`config.mk`:
```
export PLATFORM = sky130hd
export DESIGN_NAME = axis_packet_splitter_mc_flat
export DESIGN_NICKNAME = d
export VERILOG_FILES = /design/src/rtl/axis_packet_splitter_mc_if.sv /design/src/rtl/axis_packet_splitter_mc.sv /design/src/flat_wrapper.sv
export SDC_FILE = /design/constraint.sdc
export NUM_CORES = 1
export LEC_CHECK = 0
export CAP_MARGIN = 30
export CORE_MARGIN = 2
export CORE_UTILIZATION = 28
export DETAILED_ROUTE_END_ITERATION = 16
export GPL_TIMING_DRIVEN = 0
export SLEW_MARGIN = 20
export SYNTH_ARGS = -nofsm -noshare
export SYNTH_HDL_FRONTEND = slang
export SYNTH_SLANG_ARGS = --single-unit
```
`constraint.sdc`:
```
create_clock -name clk -period 10.31 [get_ports clk]
set_input_delay 2.5775 -clock clk [delete_from_list [all_inputs] [get_ports clk]]
set_output_delay 2.5775 -clock clk [all_outputs]
set_load 0.005 [all_outputs]
```
`src/rtl/axis_packet_splitter_mc_if.sv`:
```
// rtl/axis_packet_splitter_mc_if.sv - bundled multi-lane AXI-Stream signals
interface axis_packet_splitter_mc_if #(
   parameter int CHANNELS   = 4,
   parameter int DATA_WIDTH = 16,
   parameter int KEEP_WIDTH = (DATA_WIDTH + 7) / 8,
   parameter int USER_WIDTH = 1
);
   logic [CHANNELS*DATA_WIDTH-1:0] tdata;
   logic [CHANNELS*KEEP_WIDTH-1:0] tkeep;
   logic [CHANNELS-1:0]            tvalid;
   logic [CHANNELS-1:0]            tready;
   logic [CHANNELS-1:0]            tlast;
   logic [CHANNELS*USER_WIDTH-1:0] tuser;

   modport master (output tdata, tkeep, tvalid, tlast, tuser, input tready);
   modport slave  (input tdata, tkeep, tvalid, tlast, tuser, output tready);
endinterface

```
`src/rtl/axis_packet_splitter_mc.sv`:
```
// rtl/axis_packet_splitter_mc.sv - multi-lane AXI-Stream re-framer with mask, error path and packet counters
module axis_packet_splitter_mc #(
   parameter int CHANNELS            = 4,
   parameter int DATA_WIDTH          = 16,
   parameter int KEEP_WIDTH          = (DATA_WIDTH + 7) / 8,
   parameter int USER_WIDTH          = 1,
   parameter int PCKT_WIDTH          = 16,
   parameter int CNT_WIDTH           = 16,
   parameter bit RAISE_NON_DIVISIBLE = 1'b1
) (
   input  logic                          clk,
   input  logic                          rst,
   input  logic                          operation_start,
   input  logic                          abort,
   input  logic [PCKT_WIDTH-1:0]         pckt_size,
   input  logic [CHANNELS-1:0]           chn_mask,
   input  logic                          external_error,
   output logic                          operation_busy,
   output logic                          operation_complete,
   output logic                          operation_error,
   output logic [2:0]                    error_cause,
   output logic [CHANNELS-1:0]           chn_done,
   output logic [CHANNELS*CNT_WIDTH-1:0] pckt_count,
   axis_packet_splitter_mc_if.slave      s_axis,
   axis_packet_splitter_mc_if.master     m_axis
);
   typedef enum logic [1:0] {S_IDLE, S_RUN, S_ERROR} state_t;

   localparam logic [PCKT_WIDTH-1:0] BEAT_ONE = PCKT_WIDTH'(1);
   localparam logic [CNT_WIDTH-1:0]  PKT_ONE  = CNT_WIDTH'(1);

   state_t                state, state_nxt;
   logic [PCKT_WIDTH-1:0] size_q;
   logic [CHANNELS-1:0]   mask_q;
   logic [CHANNELS-1:0]   done_q;
   logic [PCKT_WIDTH-1:0] beat_cnt [CHANNELS];
   logic [CNT_WIDTH-1:0]  pkt_cnt  [CHANNELS];
   logic [2:0]            cause_q, cause_nxt;
   logic                  complete_q, complete_nxt;
   logic                  load;

   logic                  run;
   logic [CHANNELS-1:0]   active, hs, at_bound, last_hs, off_bound_last, done_set, done_nxt;

   assign run = (state == S_RUN);

   for (genvar i = 0; i < CHANNELS; i++) begin : g_lane
      assign active[i]   = run & mask_q[i] & ~done_q[i];
      assign m_axis.tvalid[i] = s_axis.tvalid[i] & active[i];
      assign s_axis.tready[i] = m_axis.tready[i] & active[i];
      assign m_axis.tdata[i*DATA_WIDTH +: DATA_WIDTH] = s_axis.tdata[i*DATA_WIDTH +: DATA_WIDTH];
      assign m_axis.tkeep[i*KEEP_WIDTH +: KEEP_WIDTH] = s_axis.tkeep[i*KEEP_WIDTH +: KEEP_WIDTH];
      assign m_axis.tuser[i*USER_WIDTH +: USER_WIDTH] = s_axis.tuser[i*USER_WIDTH +: USER_WIDTH];

      assign at_bound[i]       = (beat_cnt[i] == size_q - BEAT_ONE);
      assign m_axis.tlast[i]   = at_bound[i] | s_axis.tlast[i];
      assign hs[i]             = s_axis.tvalid[i] & m_axis.tready[i] & active[i];
      assign last_hs[i]        = hs[i] & (at_bound[i] | s_axis.tlast[i]);
      assign off_bound_last[i] = hs[i] & s_axis.tlast[i] & ~at_bound[i];
      // A short final packet still finishes the lane when non-divisible input is tolerated
      assign done_set[i]       = hs[i] & s_axis.tlast[i] & (at_bound[i] | ~RAISE_NON_DIVISIBLE);

      assign pckt_count[i*CNT_WIDTH +: CNT_WIDTH] = pkt_cnt[i];
   end

   assign done_nxt = done_q | done_set;

   always_ff @(posedge clk or negedge rst) begin
      if (!rst) state <= S_IDLE;
      else      state <= state_nxt;
   end

   always_comb begin
      state_nxt    = state;
      load         = 1'b0;
      complete_nxt = 1'b0;
      cause_nxt    = cause_q;
      case (state)
         S_IDLE, S_ERROR: begin
            if (operation_start) begin
               load      = 1'b1;
               cause_nxt = 3'b000;
               if ((pckt_size == '0) || (chn_mask == '0)) begin
                  state_nxt = S_ERROR;
                  cause_nxt = 3'b100;
               end else begin
                  state_nxt = S_RUN;
               end
            end
         end
         S_RUN: begin
            if (external_error || abort) begin
               state_nxt = S_ERROR;
               cause_nxt = 3'b001;
            end else if (RAISE_NON_DIVISIBLE && (|off_bound_last)) begin
               state_nxt = S_ERROR;
               cause_nxt = 3'b010;
            end else if (&done_nxt) begin
               state_nxt    = S_IDLE;
               complete_nxt = 1'b1;
            end
         end
         default: state_nxt = S_IDLE;
      endcase
   end

   always_ff @(posedge clk or negedge rst) begin
      if (!rst) begin
         size_q     <= '0;
         mask_q     <= '0;
         done_q     <= '0;
         cause_q    <= '0;
         complete_q <= 1'b0;
         for (int i = 0; i < CHANNELS; i++) begin
            beat_cnt[i] <= '0;
            pkt_cnt[i]  <= '0;
         end
      end else begin
         complete_q <= complete_nxt;
         cause_q    <= cause_nxt;
         if (load) begin
            size_q <= pckt_size;
            mask_q <= chn_mask;
            // Lanes outside the mask count as finished for the whole operation
            done_q <= ~chn_mask;
            for (int i = 0; i < CHANNELS; i++) begin
               beat_cnt[i] <= '0;
               pkt_cnt[i]  <= '0;
            end
         end else begin
            done_q <= done_nxt;
            for (int i = 0; i < CHANNELS; i++) begin
               if (hs[i]) begin
                  beat_cnt[i] <= last_hs[i] ? '0 : beat_cnt[i] + BEAT_ONE;
                  if (last_hs[i] && (pkt_cnt[i] != '1)) pkt_cnt[i] <= pkt_cnt[i] + PKT_ONE;
               end
            end
         end
      end
   end

   assign operation_busy     = run;
   assign operation_complete = complete_q;
   assign operation_error    = (state == S_ERROR);
   assign error_cause        = cause_q;
   assign chn_done           = done_q;
endmodule

```
`src/flat_wrapper.sv`:
```
// flat-port wrapper written by rule: the top's interface ports become plain ports
module axis_packet_splitter_mc_flat 
#(
   parameter int CHANNELS            = 4,
   parameter int DATA_WIDTH          = 16,
   parameter int KEEP_WIDTH          = (DATA_WIDTH + 7) / 8,
   parameter int USER_WIDTH          = 1,
   parameter int PCKT_WIDTH          = 16,
   parameter int CNT_WIDTH           = 16,
   parameter bit RAISE_NON_DIVISIBLE = 1'b1
)
  (clk, rst, operation_start, abort, pckt_size, chn_mask, external_error, operation_busy, operation_complete, operation_error, error_cause, chn_done, pckt_count, s_axis_tdata, s_axis_tkeep, s_axis_tvalid, s_axis_tlast, s_axis_tuser, s_axis_tready, m_axis_tdata, m_axis_tkeep, m_axis_tvalid, m_axis_tlast, m_axis_tuser, m_axis_tready);
  axis_packet_splitter_mc_if #(.CHANNELS(CHANNELS), .DATA_WIDTH(DATA_WIDTH), .KEEP_WIDTH(KEEP_WIDTH), .USER_WIDTH(USER_WIDTH)) s_axis_i ();
  axis_packet_splitter_mc_if #(.CHANNELS(CHANNELS), .DATA_WIDTH(DATA_WIDTH), .KEEP_WIDTH(KEEP_WIDTH), .USER_WIDTH(USER_WIDTH)) m_axis_i ();
  input  logic clk;
  input  logic rst;
  input  logic operation_start;
  input  logic abort;
  input  logic [PCKT_WIDTH-1:0] pckt_size;
  input  logic [CHANNELS-1:0] chn_mask;
  input  logic external_error;
  output logic operation_busy;
  output logic operation_complete;
  output logic operation_error;
  output logic [2:0] error_cause;
  output logic [CHANNELS-1:0] chn_done;
  output logic [CHANNELS*CNT_WIDTH-1:0] pckt_count;
  input wire logic [$bits(s_axis_i.tdata)-1:0] s_axis_tdata;
  input wire logic [$bits(s_axis_i.tkeep)-1:0] s_axis_tkeep;
  input wire logic [$bits(s_axis_i.tvalid)-1:0] s_axis_tvalid;
  input wire logic [$bits(s_axis_i.tlast)-1:0] s_axis_tlast;
  input wire logic [$bits(s_axis_i.tuser)-1:0] s_axis_tuser;
  output wire logic [$bits(s_axis_i.tready)-1:0] s_axis_tready;
  output wire logic [$bits(m_axis_i.tdata)-1:0] m_axis_tdata;
  output wire logic [$bits(m_axis_i.tkeep)-1:0] m_axis_tkeep;
  output wire logic [$bits(m_axis_i.tvalid)-1:0] m_axis_tvalid;
  output wire logic [$bits(m_axis_i.tlast)-1:0] m_axis_tlast;
  output wire logic [$bits(m_axis_i.tuser)-1:0] m_axis_tuser;
  input wire logic [$bits(m_axis_i.tready)-1:0] m_axis_tready;
  assign s_axis_i.tdata = s_axis_tdata;
  assign s_axis_i.tkeep = s_axis_tkeep;
  assign s_axis_i.tvalid = s_axis_tvalid;
  assign s_axis_i.tlast = s_axis_tlast;
  assign s_axis_i.tuser = s_axis_tuser;
  assign s_axis_tready = s_axis_i.tready;
  assign m_axis_tdata = m_axis_i.tdata;
  assign m_axis_tkeep = m_axis_i.tkeep;
  assign m_axis_tvalid = m_axis_i.tvalid;
  assign m_axis_tlast = m_axis_i.tlast;
  assign m_axis_tuser = m_axis_i.tuser;
  assign m_axis_i.tready = m_axis_tready;
  axis_packet_splitter_mc #(.CHANNELS(CHANNELS), .DATA_WIDTH(DATA_WIDTH), .KEEP_WIDTH(KEEP_WIDTH), .USER_WIDTH(USER_WIDTH), .PCKT_WIDTH(PCKT_WIDTH), .CNT_WIDTH(CNT_WIDTH), .RAISE_NON_DIVISIBLE(RAISE_NON_DIVISIBLE)) u_core (.clk(clk), .rst(rst), .operation_start(operation_start), .abort(abort), .pckt_size(pckt_size), .chn_mask(chn_mask), .external_error(external_error), .operation_busy(operation_busy), .operation_complete(operation_complete), .operation_error(operation_error), .error_cause(error_cause), .chn_done(chn_done), .pckt_count(pckt_count), .s_axis(s_axis_i), .m_axis(m_axis_i));
endmodule
```
==> metrics.csv <==
metric;value;unit
grt_usage;0.174;
nets;1567;
port_buffers;198;
finalSetupViolations;0;
synth_nets;1349;
die-area;39000;um^2
syn_inst;1227;
slew_headroom;0.405;
maxSlewViolCount;0;
synth_most_common_cell;dfrtp_1;
drtIter0Drc;740;
synth_common_cells;dfrtp_1 (158), nand2_1 (147), o21ai_0 (118);
grt_pass1_wl;53600;um
hold_depth;2;
tightest_slew;0.884;ns
fillers;3705;
clock_path_buffers;2;
postSynthAreaPerCell;8.54;um^2
clock_latency;0.44;ns
fmax;136;MHz
hold_viol;0;
status;finished clean;
cts_resized;0;
dp_hpwl;25700;um
layout-drive-gt1-share;0.0912;
num_rows;70;
finalCritPeriodShare;0.712;
seqCellArea;3950;um^2
synth.area.top_cells;dfrtp_1 (38%), o21ai_0 (5.6%), buf_4 (5.4%);
area_growth;30.1;%
peakVddDrop;0.000105;V
route.detailed.drc;0;
die_y;197;um
place_congestion;0.949;
async_reset_ff_frac;1.00;
htree_levels;4;
cts_buffers;17;
ys.warnings.count;0;
pin_count;275;
ys_seq_area_frac;0.377;
setup_ws;2.97;ns
cts.sinks;158;
fp.coreArea;36700;um^2
crit_path_max_fanout;10;
synth_top_area_cell;dfrtp_1;
drv_cap;0;
hp-class;flip-flop to flip-flop;
clockRootBuffer;clkbuf_16;
criticalPathCategory;flip-flop to output port;
end_kind;output port;
crit_arrival;4.76;ns
antenna_found_initial;0;
worstPathRequired;7.73;ns
totalWireLength;34000;um
r2r_cells;14;
finalCriticalPeriod;7.34;ns
grt_overflow;0;
ys.flop_type;dfrtp_1;
fp.dieW;197;um
vias_per_cell;5.12;
rsz0062_at_grt;no;
synth_cell_type_count;71;
cts_tree;built;
holdBufCountCts;0;
start_util;0.286;
cts_setup_buffers;0;
grt_pass1_vias;9538;
pre_cts_slack;3.23;ns
netlist.area_leader.share;0.377;
ys_seq_elements;158;
leakage;5.75;nW
finalClockSkew;0.0144;ns
worst_setup_path_start_kind;flip-flop;
grt_start_max_net_pins;92;
routedWlPerCell;17.7;um
synth_edf_count;0;
drt-pass1-iter-count;5;
whs;0.477;ns
cellPowerDensity;124;nW/um^2
vias;9863;
cts.clk_slew.worst_paths;0.07;ns
drtAntennaViolNets;0;
multi_input_area;5570;um^2
synth_area;10500;um^2
n_antenna_cell;0;
==> area by class of cell <==
class,count,share of cell area
Multi-Input combinational cell,899,0.409
Clock inverter,13,0.00799
Tap cell,468,0.0430
Clock buffer,19,0.0325
Timing Repair Buffer,199,0.148
Sequential cell,158,0.290
Buffer,139,0.0615
Inverter,31,0.00854
==> layer usage <==
layer / GRT usage / share of wire / vias up
met2: 0.278 / 0.46 / 344
met4: 0.0546 / 0.023 / 0
met3: 0.0415 / 0.068 / 46
li1: - / - / 4703
met1: 0.233 / 0.45 / 4770
met5: 0 / 0 / -
==> where the power goes <==
group,total (W),leakage [nW],internal [W],switching [W]
combinational,0.000416,3.33,0.000179,0.000238
sequential,0.000662,2.16,0.000640,0.0000220
clock,0.000612,0.261,0.000320,0.000292
total,0.00169,5.75,0.00114,0.000551
==> placed cells by master, fill, tap and decap left out, drive strengths merged, types with 6 or more instances in the layout <==
cell	count
a21o	11
a21oi	19
a31oi	12
and2	14
and3	57
buf	97
clkbuf	63
clkdlybuf4s50	197
dfrtp	158
ha	9
inv	35
mux2i	10
nand2	147
nand2b	11
nand3	45
nand4	24
nor2	104
nor2b	6
nor3	19
nor3b	20
nor4	26
o211ai	11
o21ai	125
o31ai	8
or3	18
or4	11
xnor2	58
xnor3	10
xor2	48
==> metrics by stage <==
step           utilization  cell area [um^2]  TNS [ns]  cells  total power, W
2_1_floorplan            -             10500         0   1227        0.000911
3_3_place_gp         0.356             13000    -34.17   1893         0.00108
3_5_place_dp         0.356             13100         0   1894         0.00108
4_1_cts              0.371             13600         0   1926         0.00170
5_1_grt              0.371             13600         0   1926         0.00176
6_report             0.371             13600         0   1926         0.00169
==> cell families (layout without fill, tap and decap cells) <==
group | after synthesis | after routing | share of synthesized area
muxes | 10 | 10 | 0.00955
adders and majority gates | 9 | 9 | 0.0107
DFF | 158 | 158 | 0.377
xor gates and xnor gates | 116 | 116 | 0.110
buffers and inverters | 170 | 401 | 0.0911
AOI/OAI and AO/OA | 243 | 243 | 0.146
and+or+nand+nor | 521 | 521 | 0.255
==> worst max-delay path: stages, from the launching register on <==
cell and delay (ns):
dfrtp_1 0.37, buf_6 0.16, inv_1 0.08, ha_1 0.13, buf_2 0.25, or3b_1 0.47
nor3_2 0.59, o2bb2ai_1 0.13, a2111o_1 0.38, or4_1 0.62, o21ai_1 0.31, buf_2 0.29
clkdlybuf4s50_1 0.54
==> flip-flops by register name, indices dropped and copies added (netlist names) <==
register,count
u_core.beat_cnt,64
u_core.pckt_count,64
u_core.size_q,16
u_core.chn_done,4
u_core.mask_q,4
u_core.error_cause,3
u_core.state,2
u_core.operation_complete,1
==> worst paths after layout <==
path	slack [ns]	to	start
worst max-delay path	2.97	m_axis_tlast[1]	u_core.size_q[0]
worst min-delay path	0.48	u_core.mask_q[1]	u_core.mask_q[1]
worst max register to register	5.76	u_core.pckt_count[29]	u_core.size_q[0]
worst min register to register	0.48	u_core.mask_q[1]	u_core.mask_q[1]
max in group asynchronous	7.37	u_core.mask_q[3]	rst
min in group asynchronous	2.08	u_core.beat_cnt[57]	rst
Note: power is estimated with default switching activity, not from simulation.
